--- config.mk ---
export PLATFORM = sky130hd
export DESIGN_NAME = nand_cmd_sequencer
export DESIGN_NICKNAME = d
export VERILOG_FILES = /design/src/rtl/nand_cmd_sequencer.sv
export SDC_FILE = /design/constraint.sdc
export NUM_CORES = 1
export LEC_CHECK = 0
export BUFFER_PORTS_ARGS = -buffer_cell sky130_fd_sc_hd__buf_2
export CAP_MARGIN = 20
export CORE_MARGIN = 3
export CORE_UTILIZATION = 55
export DETAILED_ROUTE_END_ITERATION = 8
export HOLD_SLACK_MARGIN = 0.03
export PLACE_DENSITY = 0.79
export RECOVER_POWER = 100
export SYNTH_ARGS = -nofsm -noshare
export SYNTH_HDL_FRONTEND = slang
export SYNTH_SLANG_ARGS = --single-unit
--- constraint.sdc ---
create_clock -name clk -period 4.2 [get_ports clk]
set_input_delay 0.42 -clock clk [delete_from_list [all_inputs] [get_ports clk]]
set_output_delay 0.42 -clock clk [all_outputs]
set_load 0.02 [all_outputs]
--- src/rtl/nand_cmd_sequencer.sv ---
// ONFI SDR bus-cycle sequencer: command/address latches, optional R/B# wait and
// data-out read cycles for one request at a time, with all pin timing in clk cycles.
module nand_cmd_sequencer #(
  parameter int T_WP  = 2,
  parameter int T_WH  = 2,
  parameter int T_RP  = 2,
  parameter int T_REH = 2,
  parameter int T_WB  = 4,
  parameter int TO_W  = 16
) (
  input  logic        clk,
  input  logic        rst_n,
  input  logic        req_valid,
  output logic        req_ready,
  input  logic [7:0]  req_cmd1,
  input  logic        req_has_cmd2,
  input  logic [7:0]  req_cmd2,
  input  logic [39:0] req_addr,
  input  logic [2:0]  req_naddr,
  input  logic        req_wait_rb,
  input  logic [7:0]  req_nread,
  output logic [7:0]  rd_data,
  output logic        rd_valid,
  output logic        done,
  output logic        timeout,
  output logic        ce_n,
  output logic        cle,
  output logic        ale,
  output logic        we_n,
  output logic        re_n,
  output logic [7:0]  io_out,
  output logic        io_oe,
  input  logic [7:0]  io_in,
  input  logic        rb_n
);

  typedef enum logic [2:0] {IDLE, CMD1, ADDR, CMD2, WB, WAIT_RB, READ, DONE} state_t;

  localparam logic [15:0] LAT_LAST = 16'(T_WP + T_WH - 1);
  localparam logic [15:0] WP_N     = 16'(T_WP);
  localparam logic [15:0] RD_LAST  = 16'(T_RP + T_REH - 1);
  localparam logic [15:0] RP_N     = 16'(T_RP);
  localparam logic [15:0] RP_LAST  = 16'(T_RP - 1);
  localparam logic [15:0] WB_LAST  = 16'(T_WB - 1);
  // 2**TO_W-2: the last busy cycle index before the timeout fires
  localparam logic [TO_W-1:0] TO_LAST = {{(TO_W-1){1'b1}}, 1'b0};

  function automatic logic [2:0] sat_naddr(input logic [2:0] n);
    return (n > 3'd5) ? 3'd5 : n;
  endfunction

  state_t          state, state_next;
  state_t          after_cmd1, after_addr, after_cmd2;
  logic [15:0]     cyc_cnt;
  logic [2:0]      addr_idx;
  logic [7:0]      rd_cnt;
  logic [TO_W-1:0] to_cnt;
  logic            to_flag, to_hit;
  logic            lat_end, rd_end;
  logic            rb_sync_p0, rb_sync_p1;

  logic [7:0]  r_cmd1, r_cmd2, r_nread;
  logic [39:0] r_addr;
  logic [2:0]  r_naddr;
  logic        r_has_cmd2, r_wait_rb;

  always_comb begin
    after_cmd2 = r_wait_rb ? WB : ((r_nread != 8'd0) ? READ : DONE);
    after_addr = r_has_cmd2 ? CMD2 : after_cmd2;
    after_cmd1 = (r_naddr != 3'd0) ? ADDR : after_addr;
    lat_end    = (cyc_cnt == LAT_LAST);
    rd_end     = (cyc_cnt == RD_LAST);
    state_next = state;
    to_hit     = 1'b0;
    case (state)
      IDLE:    if (req_valid) state_next = CMD1;
      CMD1:    if (lat_end) state_next = after_cmd1;
      ADDR:    if (lat_end && (addr_idx == r_naddr - 3'd1)) state_next = after_addr;
      CMD2:    if (lat_end) state_next = after_cmd2;
      WB:      if (cyc_cnt == WB_LAST) state_next = WAIT_RB;
      WAIT_RB: begin
        // ready wins over a timeout landing in the same cycle
        if (rb_sync_p1) begin
          state_next = (r_nread != 8'd0) ? READ : DONE;
        end else if (to_cnt == TO_LAST) begin
          state_next = DONE;
          to_hit     = 1'b1;
        end
      end
      READ:    if (rd_end && (rd_cnt == r_nread - 8'd1)) state_next = DONE;
      DONE:    state_next = IDLE;
      default: state_next = IDLE;
    endcase
  end

  always_ff @(posedge clk) begin
    if (!rst_n) begin
      state      <= IDLE;
      cyc_cnt    <= '0;
      addr_idx   <= '0;
      rd_cnt     <= '0;
      to_cnt     <= '0;
      to_flag    <= 1'b0;
      rb_sync_p0 <= 1'b1;
      rb_sync_p1 <= 1'b1;
      rd_data    <= '0;
      rd_valid   <= 1'b0;
    end else begin
      state      <= state_next;
      rb_sync_p0 <= rb_n;
      rb_sync_p1 <= rb_sync_p0;
      rd_valid   <= (state == READ) && (cyc_cnt == RP_LAST);
      if ((state == READ) && (cyc_cnt == RP_LAST)) rd_data <= io_in;
      if (state != state_next) begin
        cyc_cnt  <= '0;
        addr_idx <= '0;
        rd_cnt   <= '0;
      end else if ((state == ADDR) && lat_end) begin
        cyc_cnt  <= '0;
        addr_idx <= addr_idx + 3'd1;
      end else if ((state == READ) && rd_end) begin
        cyc_cnt <= '0;
        rd_cnt  <= rd_cnt + 8'd1;
      end else if (state != IDLE) begin
        cyc_cnt <= cyc_cnt + 16'd1;
      end
      // held at zero outside WAIT_RB, so it starts from zero on every entry
      to_cnt <= (state == WAIT_RB) ? to_cnt + 1'b1 : '0;
      if (state == IDLE)  to_flag <= 1'b0;
      else if (to_hit)    to_flag <= 1'b1;
    end
  end

  always_ff @(posedge clk) begin
    if ((state == IDLE) && req_valid) begin
      r_cmd1     <= req_cmd1;
      r_has_cmd2 <= req_has_cmd2;
      r_cmd2     <= req_cmd2;
      r_addr     <= req_addr;
      r_naddr    <= sat_naddr(req_naddr);
      r_wait_rb  <= req_wait_rb;
      r_nread    <= req_nread;
    end
  end

  assign req_ready = (state == IDLE);
  assign done      = (state == DONE);
  assign timeout   = done && to_flag;
  assign ce_n      = (state == IDLE) || (state == DONE);
  assign cle       = (state == CMD1) || (state == CMD2);
  assign ale       = (state == ADDR);
  assign io_oe     = cle || ale;
  assign we_n      = !(io_oe && (cyc_cnt < WP_N));
  assign re_n      = !((state == READ) && (cyc_cnt < RP_N));

  always_comb begin
    io_out = 8'h00;
    case (state)
      CMD1: io_out = r_cmd1;
      CMD2: io_out = r_cmd2;
      ADDR: begin
        case (addr_idx)
          3'd0:    io_out = r_addr[7:0];
          3'd1:    io_out = r_addr[15:8];
          3'd2:    io_out = r_addr[23:16];
          3'd3:    io_out = r_addr[31:24];
          default: io_out = r_addr[39:32];
        endcase
      end
      default: io_out = 8'h00;
    endcase
  end

endmodule

# Word level (Yosys, flattened, before mapping)
# Index checks and enable logic that the tools add are counted.
# word_totals
output_inout_bits	26
elab_cells	85
inputBits	81
ff_bits	127
# op_classes
n_eq_ne	16
bitwise	2
addsub	6
n_reduce_logical	24
muxes	18
order_cmp	2
# ops
op	n
3-bit two-way mux	11
16-bit by 1-bit adder with 16-bit output (second input constant)	2
8-bit one-hot mux with 4 select lines	1
3-bit one-hot mux with 8 select lines	1
8-bit one-hot mux with 3 select lines	1
16-bit by 1-bit == test with 1-bit output (second input constant)	1
16-bit == test (second input constant)	1
16-bit by 2-bit == test with 1-bit output (second input constant)	1
16-bit by 2-bit < comparator with 1-bit output (second input constant)	1
3-bit by 2-bit == test with 1-bit output (second input constant)	4
3-bit == test (second input constant)	4
1-bit logical AND	9
8-bit by 1-bit adder with 8-bit output (second input constant)	1
8-bit == test	1
8-bit nonzero test	1
8-bit by 1-bit subtractor with 8-bit output (second input constant)	1
3-bit by 1-bit == test with 1-bit output (second input constant)	2
3-bit logical NOT	2
3-bit nonzero test	2
1-bit two-way mux	4
2-bit AND reduction	2
2-bit OR reduction	2
4-bit OR reduction	1
3-bit by 1-bit adder with 3-bit output (second input constant)	1
7 further kinds	11

# Logic depth before layout (Yosys ltp)
# Gate-level depths: netlist of run 1.
# depth
ltp_word	9
depth_mapped	9
depth_no_buf	8

# Least setup slack after synthesis of run 1
# No wires, ideal clock.
# synth_path
path_type	register -> register
from	register state[0]
to	register r_addr[0], enable pin
stages_incl_launch_ff	5
setup_time_ps	435
t_arrival_ps	2650
required_ps	3765
n_path_buf	1
setup_slack_ps	1115
synth_period_minus_slack_ps	3085
path_cell_list	dfxtp_1 > or3_1 > buf_2 > inv_1 > and2_1
# synth_via
elab_chain_cells	2
# synth_rtl
element	line	text
start: declaration	52	state_t state, state_next;
start signal: assignment	109	state <= state_next;
3-bit logical NOT	--	
named net req_ready	14	output logic req_ready,
1-bit logical AND	135	if ((state == IDLE) && req_valid) begin
end signal: assignment	139	r_addr <= req_addr;
end: declaration	63	logic [39:0] r_addr;
# The timed path passes the listed nets, and every way through them passes these cells.
# A chain may end at the register's enable or synchronous reset.

# Final worst setup path of run 1
# layout_path
from	register addr_idx[0]
to	output port io_out[6]
# layout_via
elab_chain_cells	3
elab_cells_between_ends	6
cone_classes	eq/ne: 3; mux: 2; reduce/logical: 1
# layout_rtl
element	line	text
start: declaration	55	logic [2:0] addr_idx;
start signal: assignment	120	addr_idx <= addr_idx + 3'd1;
3-bit by 2-bit == test with 1-bit output, or another cell as far along	162	case (addr_idx)
8-bit one-hot mux with 4 select lines *	162	
8-bit one-hot mux with 3 select lines *	158	case (state)
end: declaration	31	output logic [7:0] io_out,
# Every way passes the cells marked *; elsewhere a longest branch is shown, timed or not.

==> results of run 1 <==
per-layer routing:
layer	up-vias	track usage (%)	part of all wire, %
met4	0	8.21	2.0
li1	2027	-	-
met3	23	6.12	7.7
met2	178	36.7	49
met5	-	0	0
met1	1973	28.8	42
critical path: stages (launching register included):
cell and delay [ns]:
dfxtp_1 0.41, inv_1 0.12, ha_1 0.35, or3_1 0.39, a21oi_1 0.56, a221o_1 0.27, a21oi_1 0.09, nor2_1 0.18
clkbuf_1 0.26
Yosys cell counts, types with 3 or more instances:
master / count / area share, %
a31oi_1: 6 / 0.66
nor3_4: 3 / 0.86
nand3_1: 19 / 1.7
a222oi_1: 8 / 1.4
o21ai_0: 8 / 0.70
nand2b_1: 4 / 0.44
a221o_1: 8 / 1.4
edfxtp_1: 69 / 36
ha_1: 13 / 2.9
a21oi_2: 3 / 0.46
xor2_1: 27 / 4.1
nor2_2: 9 / 0.99
xnor2_1: 18 / 2.8
dfxtp_1: 58 / 20
mux2i_1: 16 / 2.8
and4_1: 3 / 0.46
nor4_4: 3 / 1.1
nor2b_1: 6 / 0.66
inv_1: 21 / 1.4
nand4_1: 14 / 1.5
clkbuf_1: 12 / 0.79
nor3_1: 3 / 0.26
and3_1: 6 / 0.66
or3_1: 5 / 0.55
nand2_1: 22 / 1.4
a21oi_1: 15 / 1.3
nor2_1: 85 / 5.6
buf_2: 6 / 0.53
worst max-delay path by stage:
stage	slack, ns	endpoint	start
after floorplan	1.12	r_addr[0]	state[0]
after global placement	1.41	addr_idx[2]	state[1]
after detailed placement	1.24	addr_idx[2]	state[1]
after CTS	0.85	we_n	state[1]
after global routing	0.36	addr_idx[2]	state[1]
final	0.64	io_out[6]	addr_idx[0]
cell type report:
class | count | area [um2]
timing repair buffer | 107 | 502
tap | 133 | 166
multi-input combinational | 335 | 2240
sequential | 127 | 3230
fill | 733 | 3070
inverter | 21 | 78.8
clock inverter | 15 | 199
clock buffer | 17 | 414
stage by stage:
| stage | util (%) | power, mW | hold slack, ns |
|---|---|---|---|
| after floorplan | - | 1.52 | 0.386 |
| after global placement | 63.6 | 1.59 | 0.399 |
| after detailed placement | 63.6 | 1.60 | 0.428 |
| after CTS | 69.8 | 3.09 | 0.0584 |
| after global routing | 69.0 | 3.17 | 0.0555 |
| final | 69.0 | 3.06 | 0.0735 |
report_power, final:
group	leakage (nW)	switching, mW	internal (mW)	total, mW
clock network	0.299	0.577	0.926	1.50
registers	1.13	0.0256	1.37	1.39
logic	1.17	0.103	0.0665	0.169
total	2.59	0.705	2.36	3.06
state kept, by name, summed over array words and instances, names as in the netlist:
name,flops
rd_cnt,8
r_has_cmd2,1
addr_idx,3
state,3
rd_valid,1
r_wait_rb,1
r_cmd2,8
rb_sync_p0,1
to_flag,1
rb_sync_p1,1
r_naddr,3
r_cmd1,8
rd_data,8
cyc_cnt,16
to_cnt,16
r_addr,40
r_nread,8
layout by cell type (no fill, tap or decap), types with 2 or more instances in the layout:
| cell type | n |
|---|---|
| nand4_1 | 15 |
| dfxtp_1 | 58 |
| bufinv_16 | 3 |
| o21ai_0 | 8 |
| nor2_1 | 85 |
| nor2b_1 | 6 |
| buf_2 | 77 |
| nor2_2 | 9 |
| a21oi_1 | 17 |
| clkbuf_16 | 16 |
| nor3_1 | 5 |
| clkbuf_1 | 29 |
| nand3b_1 | 2 |
| or3_1 | 5 |
| inv_6 | 6 |
| nor4_4 | 3 |
| xnor2_1 | 18 |
| xor2_1 | 27 |
| a211oi_1 | 2 |
| clkinv_4 | 3 |
| nand2b_1 | 4 |
| and3_1 | 6 |
| nand2_1 | 22 |
| inv_8 | 2 |
| ha_1 | 13 |
| a21o_1 | 2 |
| inv_1 | 21 |
| edfxtp_1 | 69 |
| nand3_1 | 19 |
| a222oi_1 | 8 |
| and4_1 | 3 |
| a31oi_1 | 6 |
| a221o_1 | 8 |
| mux2i_1 | 16 |
| nor4_1 | 2 |
cells by family after synthesis:
family,after synthesis
mux,16
xor+xnor,46
fa+ha+maj,13
compound gates,65
buf+inv,42
flops,127
simple gates,195
==> reports/results.txt, run 1 <==
Post-CTS setup buffer count: 0
First-pass GRT wire length: 20300 um
CTS Root Cell: clkbuf_8
Crit Path Category: flip-flop to primary output
Post-synth EDFFs: 69
Worst setup EP type: primary output
Worst Reg-to-Reg Cells: 6
Final Cycle Share: 84.7%
Unrepaired setup endpoints after global routing: false
Synthesized cell area: 5700 um2
Vias in the first global route: 4212
Via Count: 4201
Max-cap violations: 0
Hold Path Class: input port to flip-flop
Hold Path Depth: 1
Main flop type after synthesis: edfxtp_1
CP arrival: 3.14 ns
Worst-path clk slew: 0.06 ns
Die footprint: 11600 um2
Port bufs: 106
Post-synthesis compound-gate area fraction: 8.69%
Final worst path period need: 3.56 ns
Die width: 108 um
Hold_buf cts: 0
Post-synthesis average cell area: 11.3 um2
Worst hold path startpoint: req_addr[6]
Inserted Clock Buffers: 17
RR Endpoint: addr_idx[2]
Layout Cells excl Fill: 755
Insertion delay to the later sink of the worst-skew pair: 0.52 ns
Setup crit start kind: flip-flop
Async SR Flop Fraction: 0%
I/O pin cnt: 107
Htree depth: 4
Layout cells sized above 1: 20.7%
Max-slew violation count: 0
Area grow syn2layout: 19.9%
Clock Sinks: 127
Core ar.: 9910 um2
Placer congestion estimate: 0.877
CTS tree: yes
Post-Place Setup Slack: 1.24 ns
Via density: 5.56
Total grt overflow: 0
Area post-placement: 6310 um2
Routed length per instance: 16.4 um
Worst Hold Path EP: r_addr[6]
Diode count: 0
Die Ht: 108 um
Post-DRT Antenna Nets: 0
Clk buf depth: 2
Post-Synth Adder-Cell Area: 2.85%
Skew final: 0.00658 ns
Leak: 2.59 nW
Rows: 36
Final #Nets: 703
Setup slack after layout: 0.642 ns
Ys Warns: 0
All-Layer GR Usage: 22.5%
Largest net degree at the start of global routing: 53
Fmax: 281 MHz
Drc violations: 0
Initial DRC Count: 365
Total Wirelength: 12400 um
DRT Pass-1 Iters: 6
Setup TNS: 0 ns
Count of cell types in the netlist: 56
Worst-margin pin slew: 1.22 ns
Gate Count Post-Synth: 504
Worst r2r src: state[1]
Crit path max fanout: 9
Reg-to-reg slack, setup: 0.64 ns
Final Hold Vio Count: 0
Status: finished, final reports clean
Mux cell area share after synthesis: 2.81%
Synth Area in XOR/XNOR: 7.33%
Rel. slew slack: 18.6%
Initial antenna violation count: 0
Sequential share of the synthesized area: 56.7%
Largest family of logic cells by synthesized area: simple AND/OR/NAND/NOR gates
Power per cell area: 448 nW/um2
#FFs+latches synth: 127
Post-route design area: 6840 um2
Post_cts resized: 0
Worst EP required: 3.78 ns
Post-synth net total: 598
HPWL Detailed: 8730 um
Maximum vdd drop: 305 uV
Starting Density: 57.6%
# setup viols final: 0
Placed instance count: 723
Synth Area in Simple Gates: 18.5%
Note: power is estimated with default switching activity, not from simulation.
==> inputs of run 2 (changes only) <==
==> constraint.sdc (replaced) <==
create_clock -name clk -period 3.7 [get_ports clk]
set_input_delay 0.37 -clock clk [delete_from_list [all_inputs] [get_ports clk]]
set_output_delay 0.37 -clock clk [all_outputs]
set_load 0.02 [all_outputs]
==> run 2 against run 1 <==
Against the previous run:
- the run now ends with max-capacitance violations, max-slew violations left
- sequential power rose by 14%
- sequential share of layout area fell by 4.0 points
- non-clock buffer count rose by 68
- design area rose by 9.2%
- combinational power rose by 53%
- worst hold slack got worse by 0.027 ns
- cell count rose by 9.0%
- critical endpoint is now io_out[1]
- largest power group unchanged
==> reports/results.txt, run 2 (synthesis results as in run 1) <==
Failing checks: max-capacitance violations, max-slew violations
Max-cap violations: 1 (+1)
Setup slack after layout: 0.356 ns (-0.286 ns)
Max reg flops: 40 (unchanged)
Area grow syn2layout: 30.8%
Drc violations: 0 (unchanged)
Post-DRT Antenna Nets: 0 (unchanged)
Via Count: 4694 (+12%)
Post_cts resized: 0 (unchanged)
I/O pin cnt: 107 (unchanged)
Worst Reg-to-Reg Cells: 7 (+1)
Routed length per instance: 18.3 um (+12%)
Final Cycle Share: 90.4%
RR Endpoint: addr_idx[0]
Inserted Clock Buffers: 17 (unchanged)
Crit path max fanout: 9 (unchanged)
Power per cell area: 466 nW/um2 (+3.9%)
Most common cell after layout, fill and taps aside: nor2_1
Diode count: 0 (unchanged)
Core ar.: 9910 um2 (unchanged)
Starting Density: 57.6% (unchanged)
Insertion delay to the later sink of the worst-skew pair: 0.53 ns (about the same)
Worst-margin pin slew: 1.71 ns (+0.488 ns)
Die Ht: 108 um (unchanged)
Biggest regs: r_addr: 40 flops, cyc_cnt: 16 flops, to_cnt: 16 flops
Worst EP required: 3.33 ns (-0.45 ns)
Leak: 2.83 nW (+9.0%)
Final Total Pwr: 3.48 mW (+13%)
Min Hold Slack: 0.0469 ns (-0.0266 ns)
Vias in the first global route: 4734 (+12%)
Final Hold Vio Count: 0 (unchanged)
CTS Root Cell: clkbuf_8
Hold Path Class: input port to flip-flop
All-Layer GR Usage: 27.6% (+5.1 points)
Total grt overflow: 0 (unchanged)
Setup crit start kind: flip-flop
Max-slew violation count: 70 (+70)
# setup viols final: 0 (unchanged)
Worst setup EP type: primary output
Worst r2r src: state[1]
Maximum vdd drop: 343 uV (+12%)
Total Wirelength: 15100 um (+22%)
Post-Place Setup Slack: 0.999 ns (-0.240 ns)
Die width: 108 um (unchanged)
Rows: 36 (unchanged)
CP arrival: 2.97 ns (-0.17 ns)
Fmax: 299 MHz
Htree depth: 4 (unchanged)
Status: complete, but fails checks
Final #Nets: 771 (+9.7%)
Die footprint: 11600 um2 (unchanged)
Placer congestion estimate: 0.935 (+6.6%)
Clk buf depth: 2 (unchanged)
Worst-path clk slew: 0.06 ns (about the same)
Skew final: 0.00617 ns (-0.000407 ns)
DRT Pass-1 Iters: 8 (+2)
Rel. slew slack: -13.8% (-32 points)
Worst Setup SP: addr_idx[0]
First-pass GRT wire length: 24200 um (+19%)
CTS tree: yes
Clock Sinks: 127 (unchanged)
Final worst path period need: 3.34 ns
Port bufs: 106 (unchanged)
Initial antenna violation count: 0 (unchanged)
Biggest register: r_addr
Largest net degree at the start of global routing: 70 (+32%)
Setup TNS: 0 ns (unchanged)
HPWL Detailed: 8650 um (-0.94%)
Reg-to-reg slack, setup: 0.46 ns (-0.18 ns)
Worst hold path startpoint: rb_n
Core Util, Final: 75.3% (+6.3 points)
Initial DRC Count: 410 (+12%)
Setup crit end: io_out[1]
Via density: 5.70 (+2.5%)
Unrepaired setup endpoints after global routing: false
Most frequent cells in the layout: 85 x nor2_1, 69 x edfxtp_1, 67 x dlygate4sd3_1, 65 x buf_2, 58 x dfxtp_1
Crit Path Category: flip-flop to primary output
Layout cells sized above 1: 17.1% (-3.6 points)
## run 2: changes by cell type in the layout (fill, tap and decap cells not counted), moves of 2 or more
| cell | before | now |
|---|---|---|
| a21oi_2 | 1 | 3 |
| inv_6 | 6 | 4 |
| buf_2 | 77 | 65 |
| clkbuf_1 | 29 | 42 |
| dlygate4sd3_1 | 0 | 67 |
| a21oi_1 | 17 | 15 |
## run 2: layout make-up
class | count | area (um2)
Clock inverter | 14 | 158
Tap cell | 133 | 166
Multi-Input combinational cell | 335 | 2240
Fill cell | 621 | 2450
Sequential cell | 127 | 3230
Inverter | 21 | 78.8
Timing Repair Buffer | 175 | 1160
Clock buffer | 18 | 418
## run 2: what timing repair did
action,4_1_cts,5_1_grt
hold buffers,67,0
setup endpoints to repair,0,0
setup buffers,0,0
endpoints found under the hold margin,67,0
## run 2: metal layers
layer | routed length [um] | vias to the layer above | share of wire, % | GRT usage [%]
li1 | - | 2162 | - | -
met1 | 5800 | 2203 | 38 | 33.5
met2 | 7390 | 287 | 49 | 45.2
met3 | 1400 | 42 | 9.3 | 9.06
met4 | 512 | 0 | 3.4 | 11.6
met5 | 0 | - | 0 | 0
## run 2: how the worst min path moves through the flow
stage,slack [ns],cells after the start,end
floorplan,0.39,1,rb_sync_p1
global placement,0.40,1,rb_sync_p1
detailed placement,0.41,1,rb_sync_p1
CTS,0.04,2,rb_sync_p0
global route,0.04,2,rb_sync_p0
finish,0.05,2,rb_sync_p0
## run 2: metrics by stage
step,instances,area [um2]
final,823,7460
after global routing,823,7460
after CTS,823,7560
after detailed placement,724,6310
after global placement,724,6310
after floorplan,504,5700
## run 2: power breakdown
group          switching, mW  internal [mW]
logic                  0.139          0.120
clock network          0.659          0.971
registers             0.0329           1.56
total                  0.830           2.65
## run 2: critical path: stages (launching register included)
cell,delay [ns]
dfxtp_1,0.41
inv_1,0.13
ha_1,0.35
or3_1,0.42
a21oi_2,0.37
a221o_1,0.25
a21oi_1,0.08
nor2_1,0.17
clkbuf_1,0.26
